[src/rtl/matrix_pkg.sv]
// Shared sizing constants and scan FSM states for the LED matrix scanner.
package matrix_pkg;
  localparam int ROWS_DEF = 7;
  localparam int COLS_DEF = 5;
  localparam int ROW_W    = 3;

  typedef enum logic [1:0] {IDLE, SCAN, BLANK} state_t;
endpackage

[src/rtl/frame_buffer.sv]
// Double-buffered frame store: writes land in the back bank, reads return the
// bank that will be in front after this edge, so a swapping edge shows the new frame.
module frame_buffer
  import matrix_pkg::*;
#(
  parameter int ROWS = ROWS_DEF,
  parameter int COLS = COLS_DEF
) (
  input  logic             clk,
  input  logic             rst,
  input  logic             wr_en,
  input  logic [ROW_W-1:0] wr_row,
  input  logic [COLS-1:0]  wr_data,
  input  logic             swap,
  input  logic [ROW_W-1:0] rd_row,
  output logic [COLS-1:0]  rd_data
);

  logic [COLS-1:0] bank [2][ROWS];
  logic            front_sel;
  logic            rd_sel;
  logic            wr_ok;

  assign wr_ok = wr_en && (int'(wr_row) < ROWS);

  always_ff @(posedge clk) begin
    if (rst) begin
      front_sel <= 1'b0;
      for (int b = 0; b < 2; b++) begin
        for (int r = 0; r < ROWS; r++) begin
          bank[b][r] <= '0;
        end
      end
    end else begin
      if (wr_ok) bank[~front_sel][wr_row] <= wr_data;
      if (swap)  front_sel <= ~front_sel;
    end
  end

  // A write on the swapping edge belongs to the incoming frame, so bypass it.
  always_comb begin
    rd_sel  = swap ? ~front_sel : front_sel;
    rd_data = bank[rd_sel][rd_row];
    if (swap && wr_ok && (wr_row == rd_row)) rd_data = wr_data;
  end

endmodule

[src/rtl/matrix_scanner.sv]
// Row-scan controller for a 7x5 LED matrix with inter-row blanking and
// frame swaps deferred to frame boundaries; writes stall while a swap is pending.
module matrix_scanner
  import matrix_pkg::*;
#(
  parameter int ROWS      = ROWS_DEF,
  parameter int COLS      = COLS_DEF,
  parameter int BLANK_CYC = 2
) (
  input  logic             clk,
  input  logic             rst,
  input  logic             scan_tick,
  input  logic             wr_valid,
  output logic             wr_ready,
  input  logic [ROW_W-1:0] wr_row,
  input  logic [COLS-1:0]  wr_data,
  input  logic             commit,
  output logic [ROWS-1:0]  row_oh,
  output logic [COLS-1:0]  col,
  output logic [ROW_W-1:0] row_idx,
  output logic             frame_start
);

  localparam int CNT_W = (BLANK_CYC > 2) ? $clog2(BLANK_CYC) : 1;
  localparam logic [CNT_W-1:0] CNT_LOAD = CNT_W'((BLANK_CYC > 0) ? BLANK_CYC - 1 : 0);
  localparam logic [ROW_W-1:0] LAST_ROW = ROW_W'(ROWS - 1);

  state_t           state, state_nxt;
  logic [ROW_W-1:0] row_nxt, row_inc;
  logic [CNT_W-1:0] cnt, cnt_nxt;
  logic             swap_pend, swap_pend_nxt;
  logic             swap, advance, fs_nxt, wr_en;
  logic [COLS-1:0]  rd_data;

  assign wr_en   = wr_valid && wr_ready;
  assign row_inc = (row_idx == LAST_ROW) ? '0 : row_idx + 1'b1;

  frame_buffer #(.ROWS(ROWS), .COLS(COLS)) u_fb (
    .clk     (clk),
    .rst     (rst),
    .wr_en   (wr_en),
    .wr_row  (wr_row),
    .wr_data (wr_data),
    .swap    (swap),
    .rd_row  (row_nxt),
    .rd_data (rd_data)
  );

  always_comb begin
    state_nxt = state;
    row_nxt   = row_idx;
    cnt_nxt   = cnt;
    advance   = 1'b0;
    swap      = 1'b0;
    fs_nxt    = 1'b0;
    case (state)
      IDLE: begin
        if (commit) begin
          swap      = 1'b1;
          state_nxt = SCAN;
          row_nxt   = '0;
          fs_nxt    = 1'b1;
        end
      end
      SCAN: begin
        if (scan_tick) begin
          if (BLANK_CYC == 0) begin
            advance = 1'b1;
          end else begin
            state_nxt = BLANK;
            cnt_nxt   = CNT_LOAD;
          end
        end
      end
      BLANK: begin
        if (cnt == '0) begin
          advance   = 1'b1;
          state_nxt = SCAN;
        end else begin
          cnt_nxt = cnt - 1'b1;
        end
      end
      default: state_nxt = IDLE;
    endcase
    // Only a commit seen before the wrap edge may swap on it.
    if (advance) begin
      row_nxt = row_inc;
      if (row_inc == '0) begin
        fs_nxt = 1'b1;
        swap   = swap_pend;
      end
    end
    swap_pend_nxt = swap ? 1'b0 : (swap_pend | commit);
  end

  always_ff @(posedge clk) begin
    if (rst) begin
      state       <= IDLE;
      row_idx     <= '0;
      cnt         <= '0;
      swap_pend   <= 1'b0;
      wr_ready    <= 1'b1;
      frame_start <= 1'b0;
      row_oh      <= '0;
      col         <= '0;
    end else begin
      state       <= state_nxt;
      row_idx     <= row_nxt;
      cnt         <= cnt_nxt;
      swap_pend   <= swap_pend_nxt;
      wr_ready    <= ~swap_pend_nxt;
      frame_start <= fs_nxt;
      if (state_nxt == SCAN) begin
        row_oh <= ROWS'(1) << row_nxt;
        col    <= rd_data;
      end else begin
        row_oh <= '0;
        col    <= '0;
      end
    end
  end

endmodule

[config.mk]
export PLATFORM = sky130hd
export DESIGN_NAME = matrix_scanner
export DESIGN_NICKNAME = d
export VERILOG_FILES = /design/src/rtl/matrix_pkg.sv /design/src/rtl/frame_buffer.sv /design/src/rtl/matrix_scanner.sv
export SDC_FILE = /design/constraint.sdc
export NUM_CORES = 1
export LEC_CHECK = 0
export ABC_AREA = 1
export BUFFER_PORTS_ARGS = -buffer_cell sky130_fd_sc_hd__buf_2
export CORE_UTILIZATION = 60
export DETAILED_ROUTE_END_ITERATION = 7
export MAX_ROUTING_LAYER = met4
export PLACE_DENSITY = 0.86
export SLEW_MARGIN = 20
export SYNTH_ARGS = -nofsm -noshare
export SYNTH_HDL_FRONTEND = slang
export SYNTH_HIERARCHICAL = 1
export SYNTH_SLANG_ARGS = --single-unit
[constraint.sdc]
create_clock -name clk -period 6.05 [get_ports clk]
set_input_delay 1.21 -clock clk [delete_from_list [all_inputs] [get_ports clk]]
set_output_delay 1.21 -clock clk [all_outputs]
set_load 0.005 [all_outputs]
==> results.json <==
{
  "p_per_area_nw_per_um2": 272,
  "power_frac_seq": 0.552,
  "yosysSeqAreaShare": 0.574,
  "cts_tree": "yes",
  "initial_utilization": 0.635,
  "htreeDepth": 3,
  "fin_crit_ns": 3.06,
  "die_w_um": 87.9,
  "tightestPinTransition_ns": 0.876,
  "startpoint_type": "primary input",
  "power_frac_comb": 0.143,
  "clock-root-buffer": "clkbuf_8",
  "clock_latency_ns": 0.36,
  "crit_end": "col[3]$_SDFF_PP0_",
  "antenna_found_initial": 0,
  "grt_pass1_vias": 3238,
  "layout.nets": 539,
  "crit_top_cell": "nand2_1",
  "first_iter_violations": 413,
  "post_drt_wl_per_cell_um": 15.6,
  "routed_wl_mm": 9.79,
  "p_leak_nw": 2.29,
  "intPower_mw": 0.949,
  "clk_pin_slew_ns": 0.09,
  "gp_congestion": 1.05,
  "ys_warn_count": 6,
  "synthCells": 500,
  "worst_path_max_delay_cell": "clkinv_1",
  "r2r-end": "col[3]$_SDFF_PP0_",
  "crit_path_max_fanout": 19,
  "grt_overflow": 0,
  "drive_above_1_share": 0.151,
  "core-area_um2": 6980,
  "cts_setup_buffers": 0,
  "whs_ns": 0.502,
  "die_area_um2": 7730,
  "port_buffers": 29,
  "r2r_start": "cnt$_SDFFE_PP0P_",
  "ys_ff_latch": 92,
  "status": "completed",
  "nFillCells": 553,
  "r2r_cells": 14,
  "max_freq_mhz": 327,
  "ir_worst_vdd_mv": 0.205,
  "die_h_um": 87.9,
  "finalCritPeriodShare": 0.505,
  "drc": 0,
  "grt_max_degree": 34,
  "crit_chain": "buf_2 -> nand2_2 -> nand2_2 -> nand2_1 -> nand2_2 -> inv_2 -> clkinv_1 -> o22ai_1 -> a211oi_1 -> nand2_1 -> inv_1 -> nand2_1 -> nand2_1 -> inv_1 -> nor2_1",
  "max_cap_violations": 0,
  "relSlewSlack": 0.410,
  "fp-row-count": 30,
  "min_path_type": "reg -> reg",
  "vias": 3470,
  "rsz0062_at_grt": "false",
  "end_kind": "register",
  "final_common_cell": "nand2_1",
  "grt_pass1_wl_mm": 15.6,
  "syn_area_per_cell_um2": 8.86,
  "post_cts_resized": 0,
  "hold_path_startpoint": "cnt$_SDFFE_PP0P_",
  "reg2reg_setup_slack_ns": 3.37,
  "power.share.clock": 0.305,
  "cp_data_required_time_ns": 6.31,
  "startpoint": "commit",
  "finalHoldViolCount": 0,
  "mostFrequentLayoutCells": "113 x nand2_1, 78 x inv_1, 70 x edfxtp_1, 64 x nor2_1, 61 x nand3_1",
  "dp_hpwl_mm": 7.13,
  "cts_hold_buffers": 0,
  "slowest_delay_ns": 0.47,
  "dr.pass1.iters": 6,
  "switching_power_mw": 0.357,
  "cts.sinks": 92,
  "ant_nets": 0,
  "path_class": "in -> reg",
  "antenna_cells": 0,
  "ctsLongestPathBuffers": 2,
  "io_pins": 30,
  "setup_violations": 0,
  "tns_ns": 0,
  "syn_to_final_growth_pct": 8.22,
  "fin_skew_ns": 0.00711,
  "syn_area_um2": 4430,
  "arrival_ns": 3.31,
  "drv_slew": 0,
  "drt-vias-per-instance": 5.53,
  "synth_cell_types": 33,
  "numCtsBuffers": 9,
  "swShare": 0.273,
  "syn_nets": 513,
  "grt_use_total": 0.289
}
## final cells by class
type | instances | area [um^2] | share of cell area
multi-input cells | 302 | 1450 | 0.303
repair buffers | 29 | 145 | 0.0303
well taps | 96 | 120 | 0.0250
clock inverters | 7 | 66.3 | 0.0138
clock buffers | 9 | 124 | 0.0258
inverters | 92 | 345 | 0.0720
flip-flops and latches | 92 | 2540 | 0.530
## routing by layer
layer	routed length [um]	GRT usage	vias to the layer above
li1	-	-	1640
met1	3830	0.347	1607
met4	392	0.139	0
met3	743	0.0679	36
met2	4820	0.460	187
met5	0	-	-
## power by group through the flow
stage / clock network (mW) / logic [mW] / registers (mW)
floorplan: 0 / 0.136 / 0.733
global placement: 0 / 0.178 / 0.735
detailed placement: 0 / 0.181 / 0.736
CTS: 0.406 / 0.183 / 0.722
global route: 0.428 / 0.206 / 0.725
finish: 0.399 / 0.186 / 0.721
## state kept, by name, indices dropped and copies added (netlist names)
name and flops:
wr_ready 1, row_oh 7, state 2, u_fb/front_sel 1, u_fb/bank 70, frame_start 1
cnt 1, swap_pend 1, row_idx 3, col 5
## logic make-up (layout without fill, tap and decap cells)
family | count (synthesis) | after routing | share of synthesized area
compound gates | 24 | 24 | 0.0316
xor+xnor | 1 | 1 | 0.00198
buf+inv | 106 | 137 | 0.0985
flops | 92 | 92 | 0.574
simple gates | 277 | 277 | 0.294
## cells in the mapped netlist
master,count,share of area
o21ai_1,2,0.0023
dfxtp_1,22,0.099
o21ai_0,10,0.011
nand3b_2,1,0.0025
nor2_2,1,0.0014
nand3b_1,2,0.0034
edfxtp_1,70,0.47
nor2_4,1,0.0025
o31ai_1,2,0.0034
a21boi_0,1,0.0017
inv_1,78,0.066
nand2_1,113,0.096
nand3_1,61,0.069
o22ai_1,1,0.0014
a31oi_1,1,0.0014
nor2_1,64,0.054
o211ai_1,1,0.0017
buf_2,4,0.0045
xor2_1,1,0.0020
a211oi_1,3,0.0051
a21oi_1,3,0.0034
nor3_1,7,0.0079
or2_1,1,0.0014
buf_4,1,0.0017
buf_6,4,0.010
buf_1,1,0.00085
nand2_2,10,0.014
nand2_4,13,0.033
nor2_8,1,0.0045
nand3_2,2,0.0045
clkinv_1,6,0.0051
inv_2,8,0.0068
clkbuf_1,4,0.0034
## critical path: cells and delay by family
family / cells / cell delay, ns
buffers and inverters: 5 / 1.02
AOI/OAI and AO/OA: 2 / 0.38
and+or+nand+nor: 8 / 0.70
## stage by stage
step	power (mW)	utilization	setup slack (ns)	cells	instance area (um^2)
after global placement	0.913	0.660	2.75	611	4610
final	1.31	0.687	2.99	627	4800
after global routing	1.36	0.687	2.74	627	4800
after detailed placement	0.917	0.660	2.66	611	4610
after CTS	1.31	0.687	3.03	627	4800
after floorplan	0.869	-	3.36	500	4430
## how the worst min path moves through the flow
stage / to / slack, ns / cells past startpoint
after floorplan: cnt$_SDFFE_PP0P_ / 0.46 / 2
after global placement: cnt$_SDFFE_PP0P_ / 0.48 / 2
after detailed placement: cnt$_SDFFE_PP0P_ / 0.49 / 2
after CTS: cnt$_SDFFE_PP0P_ / 0.50 / 2
after global routing: cnt$_SDFFE_PP0P_ / 0.55 / 2
final: cnt$_SDFFE_PP0P_ / 0.50 / 2
Note: power is estimated with default switching activity, not from simulation.
